### config.mk
export PLATFORM = sky130hd
export DESIGN_NAME = multi_port_fifo_flat
export DESIGN_NICKNAME = d
export VERILOG_FILES = /design/src/rtl/multi_port_fifo_if.sv /design/src/rtl/multi_port_fifo.sv /design/src/flat_wrapper.sv
export SDC_FILE = /design/constraint.sdc
export NUM_CORES = 2
export LEC_CHECK = 0
export BUFFER_PORTS_ARGS = -buffer_cell sky130_fd_sc_hd__buf_2
export CAP_MARGIN = 5
export CORE_MARGIN = 3
export CORE_UTILIZATION = 30
export CTS_BUF_LIST = sky130_fd_sc_hd__clkbuf_2 sky130_fd_sc_hd__clkbuf_4 sky130_fd_sc_hd__clkbuf_8
export DETAILED_ROUTE_END_ITERATION = 12
export SYNTH_ARGS = -nofsm -noshare
export SYNTH_HDL_FRONTEND = slang
export SYNTH_SLANG_ARGS = --single-unit
### constraint.sdc
create_clock -name clk -period 8.1 [get_ports clk]
set_input_delay 1.62 -clock clk [delete_from_list [all_inputs] [get_ports clk]]
set_output_delay 1.62 -clock clk [all_outputs]
set_load 0.01 [all_outputs]
### src/rtl/multi_port_fifo_if.sv
// Bus bundle for multi_port_fifo.
// The master side is the producer/consumer (fetch/decode pushing, issue popping).
// The slave side is the FIFO itself.
interface multi_port_fifo_if #(
  parameter int DATA_WIDTH = 32,
  parameter int DEPTH      = 16,
  parameter int PUSH_CH    = 4,
  parameter int POP_CH     = 2
);
  logic                           flush;
  logic [PUSH_CH-1:0]             push_mask;
  logic [PUSH_CH*DATA_WIDTH-1:0]  data_push;
  logic [$clog2(POP_CH+1)-1:0]    pop_num;
  logic [POP_CH*DATA_WIDTH-1:0]   data_pop;
  logic [POP_CH-1:0]              pop_valid;
  logic [$clog2(DEPTH+1)-1:0]     count;
  logic [$clog2(DEPTH+1)-1:0]     free_cnt;
  logic                           full;
  logic                           empty;
  logic                           overflow;
  logic                           underflow;

  modport master (
    output flush, push_mask, data_push, pop_num,
    input  data_pop, pop_valid, count, free_cnt, full, empty, overflow, underflow
  );

  modport slave (
    input  flush, push_mask, data_push, pop_num,
    output data_pop, pop_valid, count, free_cnt, full, empty, overflow, underflow
  );
endinterface

### src/rtl/multi_port_fifo.sv
// multi_port_fifo: instruction buffer between fetch/decode and issue.
// Up to PUSH_CH sparse write lanes per cycle are compacted into consecutive
// entries; the oldest POP_CH entries are always shown on the read window.
// Pushes are all-or-nothing against the free space at the start of the cycle.
// Optional feature macro: MULTI_PORT_FIFO_BYPASS_EN
//   defined   -> window lanes beyond the stored count are filled from this
//                cycle's accepted push data and may be consumed directly.
//   undefined -> registered-only window, one-cycle push-to-pop latency.
// DEPTH must be a power of two so the pointers wrap by truncation.
module multi_port_fifo #(
  parameter int DATA_WIDTH = 32,
  parameter int DEPTH      = 16,
  parameter int PUSH_CH    = 4,
  parameter int POP_CH     = 2
) (
  input logic               clk,
  input logic               rst,
  multi_port_fifo_if.slave  bus
);

  localparam int AW  = $clog2(DEPTH);
  localparam int CW  = $clog2(DEPTH + 1);
  localparam int PIW = (PUSH_CH > 1) ? $clog2(PUSH_CH) : 1;

  logic [DATA_WIDTH-1:0] mem [DEPTH];

  logic [AW-1:0] head;
  logic [AW-1:0] tail;
  logic [CW-1:0] count;
  logic          overflow_q;
  logic          underflow_q;

  logic                  flush;
  logic [DATA_WIDTH-1:0] comp_data [PUSH_CH];
  logic [CW-1:0]         n_push;
  logic [CW-1:0]         n_push_acc;
  logic [CW-1:0]         n_push_byp;
  logic [CW-1:0]         free_cnt;
  logic [CW-1:0]         avail;
  logic [CW-1:0]         pop_req;
  logic [CW-1:0]         n_pop;
  logic [CW-1:0]         byp_used;
  logic [CW-1:0]         count_next;
  logic                  push_ok;
  logic                  pop_under;

  logic [POP_CH*DATA_WIDTH-1:0] win_data;
  logic [POP_CH-1:0]            win_valid;

  assign flush = bus.flush;

  // Compact the set push lanes, in lane order, into ranks 0..n_push-1.
  always_comb begin
    n_push = '0;
    for (int i = 0; i < PUSH_CH; i++) begin
      comp_data[i] = '0;
    end
    for (int i = 0; i < PUSH_CH; i++) begin
      if (bus.push_mask[i]) begin
        comp_data[PIW'(n_push)] = bus.data_push[i*DATA_WIDTH +: DATA_WIDTH];
        n_push = n_push + CW'(1);
      end
    end
  end

  // Space is judged on the current count; same-cycle pops never make room.
  assign free_cnt   = CW'(DEPTH) - count;
  assign push_ok    = (n_push <= free_cnt);
  assign n_push_acc = push_ok ? n_push : '0;
  assign pop_req    = CW'(bus.pop_num);

`ifdef MULTI_PORT_FIFO_BYPASS_EN
  // Accepted push data is visible to the window in the same cycle unless flushed.
  assign n_push_byp = flush ? '0 : n_push_acc;
`else
  assign n_push_byp = '0;
`endif

  // Entries the window can offer this cycle: stored plus any bypassed ones.
  assign avail      = count + n_push_byp;
  assign pop_under  = (pop_req > avail);
  assign n_pop      = pop_under ? avail : pop_req;
  // Bypassed entries consumed this cycle; these ranks are never stored.
  assign byp_used   = (n_pop > count) ? (n_pop - count) : '0;
  assign count_next = count + n_push_acc - n_pop;

  // Pointer, occupancy and sticky error flags; flush only clears the queue state.
  always_ff @(posedge clk) begin
    if (rst) begin
      head        <= '0;
      tail        <= '0;
      count       <= '0;
      overflow_q  <= 1'b0;
      underflow_q <= 1'b0;
    end else if (flush) begin
      head  <= '0;
      tail  <= '0;
      count <= '0;
    end else begin
      head  <= head + AW'(n_pop);
      tail  <= tail + AW'(n_push_acc);
      count <= count_next;
      if (!push_ok) begin
        overflow_q <= 1'b1;
      end
      if (pop_under) begin
        underflow_q <= 1'b1;
      end
    end
  end

  // Store accepted push ranks at tail+rank, skipping ranks already consumed by bypass.
  always_ff @(posedge clk) begin
    if (!rst && !flush) begin
      for (int k = 0; k < PUSH_CH; k++) begin
        if ((CW'(k) >= byp_used) && (CW'(k) < n_push_acc)) begin
          mem[tail + AW'(k)] <= comp_data[k];
        end
      end
    end
  end

  // Read window: lane j shows entry head+j, or a bypassed push rank beyond the stored count.
  always_comb begin
    win_data  = '0;
    win_valid = '0;
    for (int j = 0; j < POP_CH; j++) begin
      win_data[j*DATA_WIDTH +: DATA_WIDTH] = mem[head + AW'(j)];
      win_valid[j] = (CW'(j) < avail);
      if ((CW'(j) >= count) && (CW'(j) < avail)) begin
        win_data[j*DATA_WIDTH +: DATA_WIDTH] = comp_data[PIW'(CW'(j) - count)];
      end
    end
  end

  assign bus.data_pop  = win_data;
  assign bus.pop_valid = win_valid;
  assign bus.count     = count;
  assign bus.free_cnt  = free_cnt;
  assign bus.full      = (count == CW'(DEPTH));
  assign bus.empty     = (count == '0);
  assign bus.overflow  = overflow_q;
  assign bus.underflow = underflow_q;

endmodule

### src/flat_wrapper.sv
// flat-port wrapper written by rule: the top's interface ports become plain ports
module multi_port_fifo_flat 
#(
  parameter int DATA_WIDTH = 32,
  parameter int DEPTH      = 16,
  parameter int PUSH_CH    = 4,
  parameter int POP_CH     = 2
)
  (clk, rst, bus_flush, bus_push_mask, bus_data_push, bus_pop_num, bus_data_pop, bus_pop_valid, bus_count, bus_free_cnt, bus_full, bus_empty, bus_overflow, bus_underflow);
  multi_port_fifo_if #(.DATA_WIDTH(DATA_WIDTH), .DEPTH(DEPTH), .PUSH_CH(PUSH_CH), .POP_CH(POP_CH)) bus_i ();
  input logic clk;
  input logic rst;
  input wire logic [$bits(bus_i.flush)-1:0] bus_flush;
  input wire logic [$bits(bus_i.push_mask)-1:0] bus_push_mask;
  input wire logic [$bits(bus_i.data_push)-1:0] bus_data_push;
  input wire logic [$bits(bus_i.pop_num)-1:0] bus_pop_num;
  output wire logic [$bits(bus_i.data_pop)-1:0] bus_data_pop;
  output wire logic [$bits(bus_i.pop_valid)-1:0] bus_pop_valid;
  output wire logic [$bits(bus_i.count)-1:0] bus_count;
  output wire logic [$bits(bus_i.free_cnt)-1:0] bus_free_cnt;
  output wire logic [$bits(bus_i.full)-1:0] bus_full;
  output wire logic [$bits(bus_i.empty)-1:0] bus_empty;
  output wire logic [$bits(bus_i.overflow)-1:0] bus_overflow;
  output wire logic [$bits(bus_i.underflow)-1:0] bus_underflow;
  assign bus_i.flush = bus_flush;
  assign bus_i.push_mask = bus_push_mask;
  assign bus_i.data_push = bus_data_push;
  assign bus_i.pop_num = bus_pop_num;
  assign bus_data_pop = bus_i.data_pop;
  assign bus_pop_valid = bus_i.pop_valid;
  assign bus_count = bus_i.count;
  assign bus_free_cnt = bus_i.free_cnt;
  assign bus_full = bus_i.full;
  assign bus_empty = bus_i.empty;
  assign bus_overflow = bus_i.overflow;
  assign bus_underflow = bus_i.underflow;
  multi_port_fifo #(.DATA_WIDTH(DATA_WIDTH), .DEPTH(DEPTH), .PUSH_CH(PUSH_CH), .POP_CH(POP_CH)) u_core (.clk(clk), .rst(rst), .bus(bus_i));
endmodule
# ---- Yosys cells after proc, flatten, opt, wreduce, memory -nomap -nowiden
# Memories as Yosys holds them, arrays and structs flattened. A register that Yosys moved wholly into a read port is not among the register bits.
# Index checks and enable logic that the tools add are counted.
dict set report totals {
  register_bits 15
  latch_bits 0
  mem_bits_rw 512
  romBits 0
  in_bits 137
  output_inout_bits 80
  word_cells 109
  memories 1
}
# memory words word_bits read_ports rd_clocked_by_memory_dff write_ports line_no
set memory_table {}
lappend memory_table {u_core.mem 16 32 2 1 4 multi_port_fifo.sv:25} ;# logic [DATA_WIDTH-1:0] mem [DEPTH];
dict set report op_classes {
  n_addsub 15
  n_mul 0
  div_mod_pow 0
  n_lt_le_gt_ge 23
  eq_ne 1
  shifts 0
  muxes 41
  bitwise_logic 7
  n_reduce_logical 16
}
# operator count
set op_table {}
lappend op_table {{128-bit bitwise mux} 3}
lappend op_table {{128-bit 2-to-1 mux} 3}
lappend op_table {{32-bit 2-to-1 mux} 10}
lappend op_table {{32-bit demux with 2-bit select} 3}
lappend op_table {{32-bit binary-select mux with 2-bit select} 2}
lappend op_table {{5-bit 2-to-1 mux} 6}
lappend op_table {{1-bit by 5-bit >= comparator with 1-bit output (first input constant)} 4}
lappend op_table {{1-bit by 5-bit less-than comparator with 1-bit output (first input constant)} 4}
lappend op_table {{3-bit >= comparator (second input constant)} 5}
lappend op_table {{1-bit 2-to-1 mux} 13}
lappend op_table {{2-bit NOT with 3-bit output} 4}
lappend op_table {{5-bit by 1-bit adder with 5-bit output (second input constant)} 2}
lappend op_table {{2-bit by 5-bit >= comparator with 1-bit output (first input constant)} 2}
lappend op_table {{1-bit logical AND} 10}
lappend op_table {{2-bit by 5-bit less-than comparator with 1-bit output (first input constant)} 2}
lappend op_table {{5-bit subtractor} 2}
lappend op_table {{3-bit by 1-bit less-than comparator with 1-bit output (second input constant)} 3}
lappend op_table {{4-bit by 1-bit adder with 4-bit output (second input constant)} 2}
lappend op_table {{4-bit by 2-bit adder with 4-bit output (second input constant)} 2}
lappend op_table {{4-bit adder} 2}
lappend op_table {{5-bit adder} 1}
lappend op_table {{5-bit == test (second input constant)} 1}
lappend op_table {{2-bit by 5-bit greater-than comparator with 1-bit output} 1}
lappend op_table {{5-bit greater-than comparator} 1}
lappend op_table {{other kinds (11)} 15}

# ---- Logic depth before layout (Yosys ltp)
dict set report depth {
  depth_word 16
  ltp_mapped 29
  mapped_depth_nobuf 22
}

# ---- Least setup slack after synthesis
# No wires, ideal clock.
dict set report synth_path {
  path_type {input-to-reg}
  from {in bus_push_mask[0]}
  to {mem u_core.mem[6][0] (enable)}
  setup_ns 0.561
  arrival_ns 6.316
  required_ns 7.539
  setup_slack_ns 1.223
  path_stages 21
  path_buffers 7
  cell_sequence {clkbuf_1 clkbuf_1 inv_1 ha_1 buf_2 xnor2_2 inv_1 ha_1 and2_1 buf_2 xor2_2 inv_2 ha_1 o211ai_1 a21oi_2 buf_4 buf_2 nor3_2 buf_4 nor2_1 nand3_1}
}
# item line_no
set synth_lines {}
lappend synth_lines {{start: declaration} flat_wrapper.sv:14} ;# input wire logic [$bits(bus_i.push_mask)-1:0] bus_push_mask;
lappend synth_lines {{end: declaration} multi_port_fifo.sv:25}

# ---- Worst setup path in the final report
dict set report layout_path {
  from {in bus_push_mask[0]}
  to {out bus_data_pop[20]}
}
dict set report layout_between {
  elab_chain_len 16
  elab_cells_between_ends 34
  cone_classes {add/sub: 2; order compare: 6; mux: 20; bitwise: 3; reduce/logical: 3}
}
# item line_no
set layout_lines {}
lappend layout_lines {{1-bit 2-to-1 mux} multi_port_fifo.sv:59} ;# if (bus.push_mask[i]) begin
lappend layout_lines {{1-bit by 1-bit adder with 2-bit output / 1-bit NOT with 3-bit output (equally long branches)} {multi_port_fifo.sv:61, multi_port_fifo.sv:60}}
lappend layout_lines {{5-bit 2-to-1 mux (tied with other cells)} multi_port_fifo.sv:59}
lappend layout_lines {{5-bit by 1-bit adder with 5-bit output (tied with other cells)} multi_port_fifo.sv:61} ;# n_push = n_push + CW'(1);
lappend layout_lines {{5-bit 2-to-1 mux (tied with other cells)} multi_port_fifo.sv:59}
lappend layout_lines {{2-bit NOT with 3-bit output (implied by the code) (tied with other cells)} multi_port_fifo.sv:60} ;# comp_data[PIW'(n_push)] = bus.data_push[i*DATA_WIDTH +: DATA_WIDTH];
lappend layout_lines {{3-bit >= comparator (implied by the code) (tied with other cells)} multi_port_fifo.sv:60}
lappend layout_lines {{1-bit logical AND (implied by the code) (tied with other cells)} multi_port_fifo.sv:60}
lappend layout_lines {{32-bit 2-to-1 mux (implied by the code) / 128-bit bitwise mux (equally long branches)} multi_port_fifo.sv:60}
lappend layout_lines {{32-bit demux with 2-bit select / 128-bit 2-to-1 mux (equally long branches)} {multi_port_fifo.sv:60, multi_port_fifo.sv:59}}
lappend layout_lines {{128-bit bitwise mux} multi_port_fifo.sv:60}
lappend layout_lines {{128-bit 2-to-1 mux (*)} multi_port_fifo.sv:59}
lappend layout_lines {{32-bit binary-select mux with 2-bit select (*)} multi_port_fifo.sv:131} ;# win_data[j*DATA_WIDTH +: DATA_WIDTH] = comp_data[PIW'(CW'(j) - count)];
lappend layout_lines {{32-bit 2-to-1 mux (implied by the code) (*) (2 in a row)} multi_port_fifo.sv:131}
lappend layout_lines {{32-bit 2-to-1 mux (*)} multi_port_fifo.sv:130} ;# if ((CW'(j) >= count) && (CW'(j) < avail)) begin
lappend layout_lines {{end: declaration} flat_wrapper.sv:17} ;# output wire logic [$bits(bus_i.data_pop)-1:0] bus_data_pop;
# Mark *: on every way between the ends. The rest lies on a longest branch, timed or not. The select of a mux whose other input is x is not followed.

==> results.py <==
metrics = {
    "hold_path": {
        "min_path_type": "flop to flop",
    },
    "routing": {
        "routed_wl_mm": 232,
        "drtIter0Drc": 9341,
        "dr.pass1.iters": 10,
        "drc": 0,
        "num_vias": 44500,
        "wl_per_cell_um": 38.7,
        "vias_per_cell": 7.41,
        "drt.antenna.violating_nets": 0,
    },
    "timing": {
        "setup_tns_ns": 0,
        "fin_crit_sh": 0.921,
        "report.final.slew_viol_count": 0,
        "max_freq_mhz": 134,
        "rsz0062_at_grt": "false",
        "finalSetupViolCount": 0,
        "slew_headroom": 0.00690,
        "min_period_ns": 7.46,
        "hold_viol": 0,
        "worst-slew-pin-transition_ns": 1.49,
        "clock_skew_ns": 0.0401,
        "holdWs_ns": 0.468,
    },
    "setup_path": {
        "crit_slowest_cell": "a22o_1",
        "critPathMaxStageDelay_ns": 0.77,
        "critPathRequiredTime_ns": 6.48,
        "end_kind": "primary output",
        "cp_cell_sequence": "buf_2 -> inv_1 -> ha_1 -> xnor2_2 -> ha_1 -> and2_2 -> nor2_4 -> buf_12 -> a22o_1 -> inv_1 -> mux4_2 -> o21ai_1 -> buf_2",
        "critPathArrivalTime_ns": 5.84,
        "critPathLaunchType": "input pin",
        "crit_type": "input pin to primary output",
        "cp_max_fo": 20,
    },
    "global_routing": {
        "grt_first_pass_wirelength_mm": 320,
        "antenna_found_initial": 10,
        "grt_max_degree": 119,
        "grt_pass1_vias": 42000,
        "grt_overflow": 0,
        "grt.total_usage": 0.292,
    },
    "synthesis": {
        "yosysUniqueCellTypes": 75,
        "syn-instance-count": 4041,
        "synth_edf_count": 512,
        "synthArstFlopShare": 0,
        "syn_avg_cell_area_um2": 10.9,
        "ys_ff_latch": 527,
        "synthFlopType": "edfxtp_1",
        "ys_seq_area_frac": 0.356,
        "ys_warn_count": 0,
        "syn_area_mm2": 0.0440,
    },
    "cts": {
        "cts-root-buf": "clkbuf_8",
        "cts_setup_buffers": 0,
        "cts_buffers": 104,
        "cts-htree-levels": 3,
        "ctsResizeCount": 0,
        "path_clk_slew_ns": 0.06,
        "cts_tree": "done",
        "cts_hold_buf": 0,
        "clock_latency_ns": 0.78,
        "cts.path.max_buffers": 3,
        "cts.sinks": 527,
    },
    "floorplan": {
        "core_mm2": 0.145,
        "start_util": 0.304,
        "dieArea_mm2": 0.151,
        "die_y_um": 389,
        "placementRows": 139,
        "die_x_um": 389,
        "boundaryPins": 217,
    },
    "place": {
        "port_buffers": 216,
        "dpl.hpwl_mm": 138,
        "place_congestion": 0.962,
        "dpl_cell_area_mm2": 0.0473,
    },
    "power_and_ir_drop": {
        "ir_worst_vdd_mv": 0.319,
        "cellPowerDensity_mw_per_mm2": 257,
        "power_leakage_nw": 16.3,
    },
    "finish": {
        "drive_gt1_frac": 0.276,
        "mostFrequentLayoutCells": "edfxtp_1, nand2_1, o221ai_1",
        "finalInstanceArea_mm2": 0.0495,
        "area_growth_pct": 12.5,
        "final_common_cell": "edfxtp_1",
        "nNetsFinal": 4180,
    },
    "status": {
        "outcome": "complete, no violations",
    },
    "job": {
        "cap_violations": 0,
    },
}
layout make-up:
cell class / count / area, µm²
repair buffers: 440 / 2930
flip-flops and latches: 527 / 15700
well taps: 1903 / 2380
clock inverters: 40 / 307
fillers: 14300 / 95000
multi-input cells: 2874 / 26200
diodes: 8 / 20.0
inverters: 57 / 214
clock buffers: 151 / 1820
critical path: cells and delay by family:
family | cells | cell delay [ns]
fa+ha+maj | 2 | 0.58
mux | 1 | 0.46
compound gates | 2 | 1.06
xor+xnor | 1 | 0.19
simple gates | 2 | 0.67
buf+inv | 5 | 1.22
synthesized netlist by cell type, types with 4 or more instances:
cell type,count,area (µm²)
mux2_2,28,315
nor4_1,18,113
a22oi_1,288,2160
a21oi_1,264,1320
buf_1,44,165
mux4_2,351,7910
clkbuf_1,386,1450
nor3_4,6,97.6
or3_1,11,68.8
o22ai_1,12,75.1
nor3_2,4,40.0
nor3b_1,15,113
and3_1,8,50.1
nor2b_1,11,68.8
a32oi_1,20,175
dfxtp_1,15,300
nor4_4,5,106
fa_1,7,140
ha_1,32,400
or4_1,9,67.6
nand4_1,128,801
xnor2_1,6,52.6
o211ai_1,123,923
o21ai_0,13,65.1
edfxtp_1,512,15400
nand2b_1,13,81.3
nand2_1,483,1810
xor2_1,8,70.1
nor3_1,14,70.1
o21a_1,21,158
and2_1,12,75.1
a21o_1,18,135
buf_2,134,671
mux2i_1,258,2580
nand3_1,11,55.1
o22a_1,12,105
a22o_1,59,517
o31ai_1,48,360
o221ai_1,390,3420
buf_4,20,150
nor2_1,66,248
o21ai_1,22,110
inv_1,56,210
a221oi_1,31,272
sequential cells by signal, summed over array words and instances, names as in the netlist:
name,cells
u_core.bus.count,5
u_core.tail,4
u_core.head,4
u_core.bus.overflow,1
u_core.bus.underflow,1
u_core.mem,512
per-stage QoR:
stage          setup WS (ns)   util  instances  power, mW
6_report               0.637  0.343       6000       12.7
5_1_grt                0.600  0.342       5993       13.0
4_1_cts                0.832  0.342       5991       12.5
3_5_place_dp           0.835  0.328       5800       9.60
3_3_place_gp           0.861  0.327       5800       9.55
2_1_floorplan           1.22      -       4044       7.29
per-layer routing:
metal  up-vias  global-route usage  part of all wire
li1      16700                   -                 -
met1     21800               0.363              0.34
met2      4937               0.409              0.41
met3      1058               0.145              0.18
met4        10               0.159             0.068
met5         -             0.00447           0.00056
path summary, 6_finish.rpt:
| kind | slack (ns) | from | endpoint | cells past startpoint |
|---|---|---|---|---|
| worst max-delay path | 0.64 | bus_push_mask[0] | bus_data_pop[20] | 13 |
| worst min-delay path | 0.47 | u_core.bus.underflow | u_core.bus.underflow | 2 |
| worst max register to register | 2.06 | u_core.bus.count[1] | u_core.mem[2][9] | 14 |
| worst min register to register | 0.47 | u_core.bus.underflow | u_core.bus.underflow | 2 |
cell families (layout without fill, tap and decap cells):
| family | count (synthesis) | count (layout) | share of synthesized area |
|---|---|---|---|
| multiplexers | 637 | 637 | 0.246 |
| XOR/XNOR | 16 | 16 | 0.00353 |
| buffers and inverters | 643 | 688 | 0.0607 |
| adder cells (fa/ha/maj) | 39 | 39 | 0.0123 |
| flip-flops | 527 | 527 | 0.356 |
| AO/OA/AOI/OAI | 1342 | 1342 | 0.228 |
| other | 2 | 13 | 0.000171 |
| AND/OR/NAND/NOR | 835 | 835 | 0.0932 |
power breakdown:
group / leakage, nW / switching (mW) / internal, mW
combinational: 10.4 / 4.02 / 2.27
clock: 1.13 / 1.33 / 1.59
sequential: 4.78 / 0.166 / 3.33
total: 16.3 / 5.52 / 7.18
Note: power is estimated with default switching activity, not from simulation.
